`src/rtl/div_recombine8.sv`:
```
// Rebuilds a dividend P = Q*B + R by shift-add, one multiplier bit per cycle.
// Shares the start/done/err handshake of the 8-bit restoring divider.
module div_recombine8 #(
  parameter int unsigned W = 8
) (
  input  logic             clk,
  input  logic             rst,
  input  logic             start,
  input  logic [W-1:0]     Q,
  input  logic [W-1:0]     B,
  input  logic [W-1:0]     R,
  output logic             busy,
  output logic             done,
  output logic             err,
  output logic             ovf8,
  output logic [2*W-1:0]   P
);

  localparam int unsigned CW = $clog2(W + 1);

  typedef enum logic [1:0] {
    IDLE,
    CALC,
    FIN
  } state_t;

  state_t         state;
  logic [2*W-1:0] acc;
  logic [2*W-1:0] mcand;
  logic [2*W-1:0] acc_nxt;
  logic [W-1:0]   mplr;
  logic [CW-1:0]  cnt;

  // Next accumulator value; also feeds P on the final iteration.
  always_comb begin
    acc_nxt = acc;
    if (mplr[0]) begin
      acc_nxt = acc + mcand;
    end
  end

  always_ff @(posedge clk) begin
    if (rst) begin
      state <= IDLE;
      busy  <= 1'b0;
      done  <= 1'b0;
      err   <= 1'b0;
      ovf8  <= 1'b0;
      P     <= '0;
      acc   <= '0;
      mcand <= '0;
      mplr  <= '0;
      cnt   <= '0;
    end else begin
      case (state)
        IDLE: begin
          done <= 1'b0;
          if (start) begin
            if (B == '0 || R >= B) begin
              err   <= 1'b1;
              P     <= '0;
              ovf8  <= 1'b0;
              done  <= 1'b1;
              state <= FIN;
            end else begin
              err   <= 1'b0;
              acc   <= {{W{1'b0}}, R};
              mcand <= {{W{1'b0}}, Q};
              mplr  <= B;
              cnt   <= CW'(W);
              busy  <= 1'b1;
              state <= CALC;
            end
          end
        end
        CALC: begin
          acc   <= acc_nxt;
          mcand <= mcand << 1;
          mplr  <= mplr >> 1;
          cnt   <= cnt - CW'(1);
          if (cnt == CW'(1)) begin
            P     <= acc_nxt;
            ovf8  <= |acc_nxt[2*W-1:W];
            busy  <= 1'b0;
            done  <= 1'b1;
            state <= FIN;
          end
        end
        FIN: begin
          done  <= 1'b0;
          state <= IDLE;
        end
        default: begin
          busy  <= 1'b0;
          done  <= 1'b0;
          state <= IDLE;
        end
      endcase
    end
  end

endmodule

```
`config.mk`:
```
export PLATFORM = sky130hd
export DESIGN_NAME = div_recombine8
export DESIGN_NICKNAME = d
export VERILOG_FILES = /design/src/rtl/div_recombine8.sv
export SDC_FILE = /design/constraint.sdc
export NUM_CORES = 1
export LEC_CHECK = 0
export CORE_ASPECT_RATIO = 1.75
export CORE_MARGIN = 5
export CORE_UTILIZATION = 25
export DETAILED_ROUTE_END_ITERATION = 10
export GPL_TIMING_DRIVEN = 0
export SLEW_MARGIN = 20
export SYNTH_ARGS = -nofsm -noshare
export SYNTH_HDL_FRONTEND = slang
export SYNTH_SLANG_ARGS = --single-unit
```
`constraint.sdc`:
```
create_clock -name clk -period 4.8 [get_ports clk]
set_clock_uncertainty 0.1 [all_clocks]
set_input_delay 0.96 -clock clk [delete_from_list [all_inputs] [get_ports clk]]
set_output_delay 0.96 -clock clk [all_outputs]
set_load 0.05 [all_outputs]
```
# After elaboration in Yosys (flattened, before gate mapping)
# Cells that the tools add are included.
dict set report word_totals {
  regBits 66
  in_bits 27
  out_inout_bits 20
  word_cells 64
}
dict set report op_classes {
  n_addsub 2
  n_lt_le_gt_ge 1
  n_eq_ne 7
  n_mux 33
  bitwise_logic 1
  reduce_logical 10
}
# operator n
set op_table {}
lappend op_table {{2-to-1 mux 16 bit} 8}
lappend op_table {{one-hot mux 16 bit (2 select lines)} 3}
lappend op_table {{adder 16 bit} 1}
lappend op_table {{2-to-1 mux 8 bit} 2}
lappend op_table {{one-hot mux 8 bit (2 select lines)} 1}
lappend op_table {{2-to-1 mux 1 bit} 9}
lappend op_table {{greater-or-equal comparator 8 bit} 1}
lappend op_table {{logical NOT 8 bit} 1}
lappend op_table {{2-to-1 mux 4 bit} 2}
lappend op_table {{inequality test 2 bit (second input constant)} 4}
lappend op_table {{one-hot mux 4 bit (2 select lines)} 1}
lappend op_table {{AND reduction 4 bit} 2}
lappend op_table {{OR reduction 8 bit} 1}
lappend op_table {{2-to-1 mux 2 bit} 3}
lappend op_table {{equality test 4 x 1 -> 1 bit (second input constant)} 1}
lappend op_table {{one-hot mux 1 bit (2 select lines)} 2}
lappend op_table {{one-hot mux 2 bit (2 select lines)} 1}
lappend op_table {{AND reduction 2 bit} 2}
lappend op_table {{subtractor 4 x 1 -> 4 bit (second input constant)} 1}
lappend op_table {{one-hot mux 1 bit (3 select lines)} 1}
lappend op_table {{AND reduction 3 bit} 1}
lappend op_table {{equality test 2 x 1 -> 1 bit (second input constant)} 1}
lappend op_table {{equality test 2 bit (second input constant)} 1}
lappend op_table {{logical NOT 2 bit} 1}
lappend op_table {{3 further kinds} 3}

# Logic depth before layout (Yosys ltp)
# Gate-level depths: netlist of run 1.
dict set report depth {
  word_depth 5
  mapped_depth 11
  depth_no_buf 10
}

# Worst setup path before layout of run 1
# Ideal clock, no wire load.
dict set report synth_path {
  kind {input -> register}
  start {input B[5]}
  end {register P[12]}
  setup_time_ns 0.128
  arrival_ns 3.097
  required_ns 4.572
  slack_ns 1.475
  stages 10
  path_buffers 1
  cell_sequence {inv_1 -> ha_1 -> and4_1 -> o21ai_0 -> o21a_1 -> or3b_2 -> a21oi_1 -> clkbuf_1 -> mux2i_1 -> nor2_1}
}
dict set report synth_between {
  elab_chain_cells 4
  elab_cells_between_ends 5
  cone_classes {order compare (1); eq/ne (1); reduce/logical (3)}
}
# element line_no
set synth_rtl {}
lappend synth_rtl {{start: declaration} 10} ;# input logic [W-1:0] B,
lappend synth_rtl {{greater-or-equal comparator 8 bit or logical NOT 8 bit (tied branches)} 59} ;# if (B == '0 || R >= B) begin
lappend synth_rtl {{logical OR 1 bit *} 59}
lappend synth_rtl {{inequality test 2 bit (no source line) *} n/a}
lappend synth_rtl {{AND reduction 4 bit (no source line) *} n/a}
lappend synth_rtl {{end signal: assignment} 82} ;# P <= acc_nxt;
lappend synth_rtl {{end: declaration} 16} ;# output logic [2*W-1:0] P
# Every way passes the cells marked *; elsewhere a longest branch is shown, timed or not.
# A chain may end at the register's enable or synchronous reset.

# Worst setup path after layout of run 1
dict set report layout_path {
  start {input B[5]}
  end {register P[5]}
}
# Same word-level chain as after synthesis.

==> out/metrics.csv, run 1 <==
metric;value;unit
Post-CTS Hold Buffers;0;
post-route core utilization;0.321;
Worst setup EP type;register;
final wirelength;12400;um
CTS tree;yes;
Clk pwr share;0.418;
port buffer count;46;
ant diodes;0;
Tmin final;4.04;ns
syn_nets;537;
ys flop type;dfxtp_1;
RD Place Congestion;1.03;
Storage cell area;1320;um2
clk buf depth;2;
met3 Use GR;0.0238;
cell area after layout;4790;um2
CTS clk-pin slew, worst paths;0.06;ns
Overflow after GRT;0;
sequential fraction of the synthesis area;0.348;
CTS buffer count;9;
Die H;173;um
Final Hold Vio Count;0;
Switching Share;0.311;
met2 Use GR;0.270;
final setup margin;0.761;ns
Critical Path Fanout Max;10;
post-route clock period utilization;0.841;
Synth Register Bits;66;
GRT Resource Usage Total;0.142;
post-DR wirelength/cell;17.0;um
Layout area overhead;26.2;%
status;finished, final reports clean;
post-CTS setup buffer count;0;
# DRC;0;
Placed Area;4490;um2
Worst EP required;4.96;ns
top cells by count, synth;72 x nand2_1, 66 x dfxtp_1, 62 x nor2_1;
routed vias/inst;5.17;
footprint of the multi-input gates;2270;um2
largest net degree at the start of global routing;14;
# IOs;47;
maximum clock frequency;248;MHz
top cell type's share of synthesized area;0.348;
Synth Cell Area;3800;um2
Max Cap Viol;0;
count leader, synth;nand2_1;
Mapped Cells;484;
Clock Latency Late Sink;0.34;ns
P_sw;0.000500;W
layout cells sized above 1;0.0623;
Power Total;0.00161;W
Critical Path Source Type;input pin;
PwrDens;336;nW/um2
drt first pass iters;7;
top cells by area, synth;dfxtp_1 35%, ha_1 8.2%, nand2_1 7.1%, nor2_1 6.1%, a21oi_1 6.1%;
Die Width;103;um
TNS Setup;0;ns
FFs w/ async S/R, synth;0;
1st-iter DRT viols;243;
initial antenna violation count;0;
Distinct cells, synth;54;
DRT antenna net count;0;
FP Rows;59;
pre-CTS setup slack;0.461;ns
first-pass GRT wire length;19600;um
sequential power share;0.383;
core area;14900;um2
Peak VDD IR;0.181;mV
Slew headroom;0.579;
post-CTS sizing;0;
Leakage;1.88;nW
YS warnings;0;
CTS Sinks;66;
vias in the first global route;3915;
Combinational Power Share;0.198;
WP data arrival;4.20;ns
Setup Crit Path Kind;in2reg;
Filler Cells Inserted;1615;
Yosys top cell by area;dfxtp_1;
CTS root buf;clkbuf_16;
setup repair after global routing missed its margin;no;
DR vias;3771;
final setup fails;0;
layer with the highest usage;met2;
post-DP HPWL;10000;um
Post-synth EDFFs;0;
Pint;0.00111;W
Final Net Count;594;
H-tree lvl count;3;
starting density of the core;0.255;
full die area;17800;um2
met1 Resource Use GR;0.136;
Hold Crit Class;reg2reg;
Slew Viols, Final;0;
Worst-Margin Slew;0.631;ns
syn_area_per_cell;7.84;um2
==> layer usage <==
| metal | vias up | share of wire |
|---|---|---|
| met5 | - | 0 |
| met4 | 0 | 0.049 |
| met3 | 38 | 0.030 |
| met2 | 117 | 0.56 |
| met1 | 1768 | 0.36 |
| li1 | 1848 | - |
==> placed cells by master, fill, tap and decap left out, types with 3 or more instances in the layout <==
cell / n
xnor2_1: 5
nor3_1: 7
nand2b_1: 3
a31oi_1: 3
a21oi_2: 4
nor2_1: 62
a21o_1: 9
clkdlybuf4s50_1: 46
dfxtp_1: 66
inv_1: 18
ha_1: 25
and2_1: 7
a221oi_1: 9
nand3_1: 13
xor2_1: 6
nand4_1: 9
clkbuf_1: 25
clkbuf_16: 9
buf_2: 5
nor4_1: 4
mux2i_1: 11
a21oi_1: 46
a311oi_1: 13
nand2_1: 72
o21ai_0: 11
a22oi_1: 7
nor2b_1: 4
a211oi_1: 4
==> sequential cells by signal, summed over array words and instances, names as in the netlist <==
| name | cells |
|---|---|
| busy | 1 |
| cnt | 4 |
| acc | 16 |
| ovf8 | 1 |
| mplr | 8 |
| done | 1 |
| state | 2 |
| err | 1 |
| P | 16 |
| mcand | 16 |
==> power by group through the flow <==
stage	clock network [W]	logic, W	registers (W)
floorplan	0	0.000201	0.000629
global placement	0	0.000311	0.000626
detailed placement	0	0.000318	0.000628
CTS	0.000679	0.000320	0.000615
global route	0.000695	0.000357	0.000620
finish	0.000672	0.000319	0.000616
==> critical path: stages <==
cell and delay, ns:
clkdlybuf4s50_1 0.51, inv_1 0.06, ha_1 0.29, and4_1 0.21
o21ai_0 0.12, o21a_1 0.24, or3b_2 0.48, a21oi_1 0.45
clkbuf_1 0.51, nand2_1 0.18, a21oi_1 0.18
==> cell type report <==
cell class                 instances  area share
multi-input combinational        368       0.475
sequential                        66       0.276
timing repair buffer              46      0.0961
tap                              183      0.0478
clock buffer                       9      0.0470
buffer                            32      0.0280
clock inverter                     7      0.0165
inverter                          18      0.0141
==> worst paths after layout <==
kind,slack (ns),endpoint,cells past startpoint,from
worst max-delay path,0.76,P[5]$_SDFFE_PP0P_,11,B[5]
worst min register to register,0.36,P[2]$_SDFFE_PP0P_,2,P[2]$_SDFFE_PP0P_
worst min-delay path,0.36,P[2]$_SDFFE_PP0P_,2,P[2]$_SDFFE_PP0P_
worst max register to register,1.21,ovf8$_SDFFE_PP0P_,10,mcand[0]$_SDFFE_PP0P_
==> stage by stage <==
step / hold slack [ns] / cells
after floorplan: 0.348 / 484
after global placement: 0.349 / 713
after detailed placement: 0.349 / 713
after CTS: 0.357 / 729
after global routing: 0.370 / 729
final: 0.356 / 729
==> kinds of logic after synthesis <==
family                   synth area share
AND/OR/NAND/NOR                     0.229
flip-flops                          0.348
AO/OA/AOI/OAI                       0.224
XOR/XNOR                           0.0254
adder cells (fa/ha/maj)            0.0877
multiplexers                       0.0330
buffers and inverters              0.0531
Note: power is estimated with default switching activity, not from simulation.
==> inputs of run 2 (changes only) <==
clock period = 3.55 ns   (was 4.8 ns; I/O delays follow)
==> run 2 against run 1 <==
- first-iteration DRC count down 14%
- register-to-register slack worse by 1.1 ns
- via count up 0.64%
- sequential share of layout area down 0.30 points
- sequential power up 35%
- critical path depth down 1
- routed wire length up 0.35%
- worst setup slack worse by 0.69 ns
- clock power up 35%
- highest routed layer unchanged
==> out/metrics.csv, run 2 (synthesized netlist as in run 1, its figures left out) <==
metric;value;unit
PwrDens;451;nW/um2
initial antenna violation count;0;
Post-CTS Hold Buffers;0;
# DRC;0;
CTS buffer count;9;
clk buf depth;2;
Filler Cells Inserted;1604;
drt first pass iters;5;
Worst setup EP type;register;
Critical Path Slowest Stage Cell;or4b_1;
Slew Viols, Final;0;
critical-path cell list;ha_1 > fa_2 > a211oi_2 > o21ai_2 > a31o_2 > xor2_1 > mux2i_2 > or4b_1 > or4_1 > a211o_1;
Max Cap Viol;0;
vias in the first global route;3915;
starting density of the core;0.255;
final wirelength;12400;um
setup repair after global routing missed its margin;no;
layout cells sized above 1;0.0821;
CTS Sinks;66;
dpl cells;713;
full die area;17800;um2
Final Net Count;596;
Clock Latency Late Sink;0.34;ns
Layout area overhead;27.6;%
Setup Crit Path Kind;reg2reg;
final setup fails;0;
Slowest Stage Delay on Critical Path;0.47;ns
Power Total;0.00218;W
R2R Setup Slk;0.07;ns
Die Width;103;um
Top delay family on crit path;compound AO/OA/AOI/OAI gates;
Die H;173;um
most frequent cells in the layout;72 x nand2_1, 66 x dfxtp_1, 62 x nor2_1, 46 x clkdlybuf4s50_1, 45 x a21oi_1;
Overflow after GRT;0;
Leakage;1.90;nW
FP Rows;59;
DR vias;3795;
post-route clock period utilization;0.979;
GRT Resource Usage Total;0.143;
maximum clock frequency;288;MHz
Storage cell area;1320;um2
non-filler cells, final;731;
CTS root buf;clkbuf_16;
1st-iter DRT viols;209;
biggest registers after layout;P: 16 flops, acc: 16 flops, mcand: 16 flops;
met1 Resource Use GR;0.137;
footprint of the multi-input gates;2300;um2
largest net degree at the start of global routing;14;
port buffer count;46;
commonest non-fill, non-tap cell in the layout;nand2_1;
layer with the highest usage;met2;
CTS tree;yes;
Critical Path Fanout Max;4;
first-pass GRT wire length;19600;um
met3 Use GR;0.0242;
DRT antenna net count;0;
Tmin final;3.48;ns
H-tree lvl count;3;
RD Place Congestion;1.03;
WP data arrival;3.61;ns
CTS clk-pin slew, worst paths;0.06;ns
Final Hold Vio Count;0;
# IOs;47;
Hold Crit Class;reg2reg;
Peak VDD IR;0.246;mV
core area;14900;um2
routed vias/inst;5.19;
ant diodes;0;
Slew headroom;0.579;
Critical Path Source Type;register;
post-DR wirelength/cell;17.0;um
count of buffer and inverter cells on the critical path;0;
met2 Use GR;0.272;
post-DP HPWL;10000;um
status;finished, final reports clean;
Worst EP required;3.68;ns
Worst-Margin Slew;0.632;ns
TNS Setup;0;ns
[run 2: changes by cell type in the layout (fill, tap and decap cells not counted), sizes merged]
cell    delta
buf        +3
clkbuf     -1
[run 2: what timing repair did]
item / CTS / global route
pin swaps: 0 / 1
gates resized for setup: 6 / 9
buffers inserted: 0 / 2
setup endpoints to repair: 20 / 31
[run 2: layout make-up]
type                       instances  share of cell area
buffer                            32              0.0297
clock buffer                       9              0.0465
clock inverter                     7              0.0163
inverter                          18              0.0140
multi-input combinational        368               0.475
sequential                        66               0.273
tap                              183              0.0473
timing repair buffer              48              0.0982
[run 2: worst min-delay path, cell delays in order (launching register included)]
cell and delay [ns]:
dfxtp_1 0.31, nand2_1 0.05, a21oi_1 0.05
[run 2: path summary, 6_finish.rpt]
check / depth (start not counted) / to / from
setup / recovery: 10 / ovf8$_SDFFE_PP0P_ / mcand[0]$_SDFFE_PP0P_
hold / removal: 2 / P[3]$_SDFFE_PP0P_ / P[3]$_SDFFE_PP0P_
setup reg to reg: 10 / ovf8$_SDFFE_PP0P_ / mcand[0]$_SDFFE_PP0P_
hold reg to reg: 2 / P[3]$_SDFFE_PP0P_ / P[3]$_SDFFE_PP0P_
[run 2: metal layers]
| metal | wire (um) | share of wire |
|---|---|---|
| met1 | 4450 | 0.36 |
| met2 | 7020 | 0.56 |
| met3 | 368 | 0.030 |
| met4 | 598 | 0.048 |
| met5 | 0 | 0 |
[run 2: power by group]
group	total (W)	switching, W	internal [W]
combinational	0.000441	0.000274	0.000167
sequential	0.000833	0.0000439	0.000789
clock	0.000910	0.000361	0.000549
[run 2: metrics by stage]
| stage | setup slack, ns | utilization | hold WS, ns | cell area, um2 |
|---|---|---|---|---|
| 3_5_place_dp | -0.539 | 0.301 | 0.349 | 4490 |
| 5_1_grt | 0.00355 | 0.325 | 0.370 | 4840 |
| 6_report | 0.0737 | 0.325 | 0.356 | 4840 |
| 4_1_cts | 0.0163 | 0.322 | 0.357 | 4800 |
| 2_1_floorplan | 0.435 | - | 0.348 | 3800 |
| 3_3_place_gp | -0.547 | 0.301 | 0.349 | 4490 |
==> inputs of run 3 (changes only) <==
CTS_BUF_LIST = sky130_fd_sc_hd__clkbuf_4 sky130_fd_sc_hd__clkbuf_8 sky130_fd_sc_hd__clkbuf_16   (was unset)
SKIP_CTS_REPAIR_TIMING = 1   (was unset)
==> run 3 against run 2 <==
- largest power group unchanged
- clock-buffer cell count did not move
- routed wire length fell by 0.60%
- sequential share of layout area did not move
- critical endpoint unchanged
- largest cell class unchanged
- first-iteration DRC count fell by 3.3%
- final cell count did not move
==> out/metrics.csv, run 3 (synthesized netlist as in run 1, its figures left out) <==
metric;value;unit
Placed Area;4490;um2
Max Cap Viol;0;
drt first pass iters;5;
commonest non-fill, non-tap cell in the layout;nand2_1;
first-pass GRT wire length;19600;um
post-route core utilization;0.325;
initial antenna violation count;0;
Clock Latency Late Sink;0.34;ns
Tmin final;3.48;ns
starting density of the core;0.255;
CTS root buf;clkbuf_16;
CTS Sinks;66;
biggest registers after layout;P: 16 flops, acc: 16 flops, mcand: 16 flops;
CTS buffer count;9;
Overflow after GRT;0;
Critical Path Source Type;register;
# IOs;47;
critical-path cell list;ha_1 > fa_2 > a211oi_2 > o21ai_2 > a31o_2 > xor2_1 > mux2i_2 > or4b_1 > or4_1 > a211o_1;
Hold Crit Class;reg2reg;
Critical Path Slowest Stage Cell;or4b_1;
DR vias;3782;
Worst setup EP type;register;
final setup fails;0;
TNS Setup;0;ns
H-tree lvl count;3;
PwrDens;451;nW/um2
# DRC;0;
hold path startpoint;P[3]$_SDFFE_PP0P_;
Final Net Count;596;
post-DR wirelength/cell;16.9;um
WP data arrival;3.61;ns
largest net degree at the start of global routing;14;
status;finished, final reports clean;
CTS clk-pin slew, worst paths;0.06;ns
Final Hold Vio Count;0;
Setup Crit Path Kind;reg2reg;
DRT antenna net count;0;
core area;14900;um2
Die Width;103;um
CTS tree;yes;
Slowest Stage Delay on Critical Path;0.47;ns
Layout area overhead;27.6;%
1st-iter DRT viols;202;
crit path from;mcand[0]$_SDFFE_PP0P_;
count of buffer and inverter cells on the critical path;0;
Slew Viols, Final;0;
clk buf depth;2;
maximum clock frequency;288;MHz
Reg2Reg Launch Point;mcand[0]$_SDFFE_PP0P_;
Peak VDD IR;0.244;mV
ant diodes;0;
GRT Resource Usage Total;0.142;
Worst EP required;3.68;ns
Leakage;1.90;nW
Critical Path Fanout Max;4;
routed vias/inst;5.17;
Top delay family on crit path;compound AO/OA/AOI/OAI gates;
FP Rows;59;
cell area after layout;4840;um2
Slew headroom;0.575;
Worst-Margin Slew;0.638;ns
vias in the first global route;3915;
post-DP HPWL;10000;um
Die H;173;um
post-route clock period utilization;0.979;
full die area;17800;um2
WHS;0.355;ns
final wirelength;12400;um
port buffer count;46;
layout cells sized above 1;0.0821;
RD Place Congestion;1.03;
setup repair after global routing missed its margin;no;
most frequent cells in the layout;72 x nand2_1, 66 x dfxtp_1, 62 x nor2_1, 46 x clkdlybuf4s50_1, 45 x a21oi_1;
run 3: layout make-up:
cell class	count	area, um2
Multi-Input combinational cell	368	2300
Clock inverter	7	78.8
Clock buffer	9	225
Inverter	18	67.6
Timing Repair Buffer	48	475
Tap cell	183	229
Buffer	32	144
Fill cell	1602	10100
Sequential cell	66	1320
run 3: worst reg2reg max path, cell delays in order, from the launching register on:
cell      delay, ns
dfxtp_1        0.35
ha_1           0.25
fa_2           0.39
a211oi_2       0.22
o21ai_2        0.15
a31o_2         0.29
xor2_1         0.15
mux2i_2        0.25
or4b_1         0.47
or4_1          0.44
a211o_1        0.31
run 3: power breakdown:
group | leakage, nW | switching (W) | total (W) | internal [W]
combinational | 1.22 | 0.000274 | 0.000441 | 0.000167
sequential | 0.537 | 0.0000444 | 0.000833 | 0.000789
clock | 0.144 | 0.000358 | 0.000907 | 0.000549
run 3: through the flow:
stage	setup WS, ns	cells	power (W)
after floorplan	0.435	484	0.00112
after global placement	-0.547	713	0.00127
after detailed placement	-0.539	713	0.00128
after CTS	-0.218	729	0.00218
after global routing	0.00252	731	0.00227
final	0.0744	731	0.00218
run 3: layer usage:
layer	wire, um	track usage	vias to the layer above
met5	0	0	-
met4	632	0.0848	0
met3	367	0.0238	34
met2	6940	0.270	97
met1	4420	0.136	1807
li1	-	-	1844
run 3: path summary, 6_finish.rpt:
kind                  endpoint  slack, ns  cells after the start
min          P[3]$_SDFFE_PP0P_       0.36                      2
min reg2reg  P[3]$_SDFFE_PP0P_       0.36                      2
max reg2reg  ovf8$_SDFFE_PP0P_       0.07                     10
max          ovf8$_SDFFE_PP0P_       0.07                     10
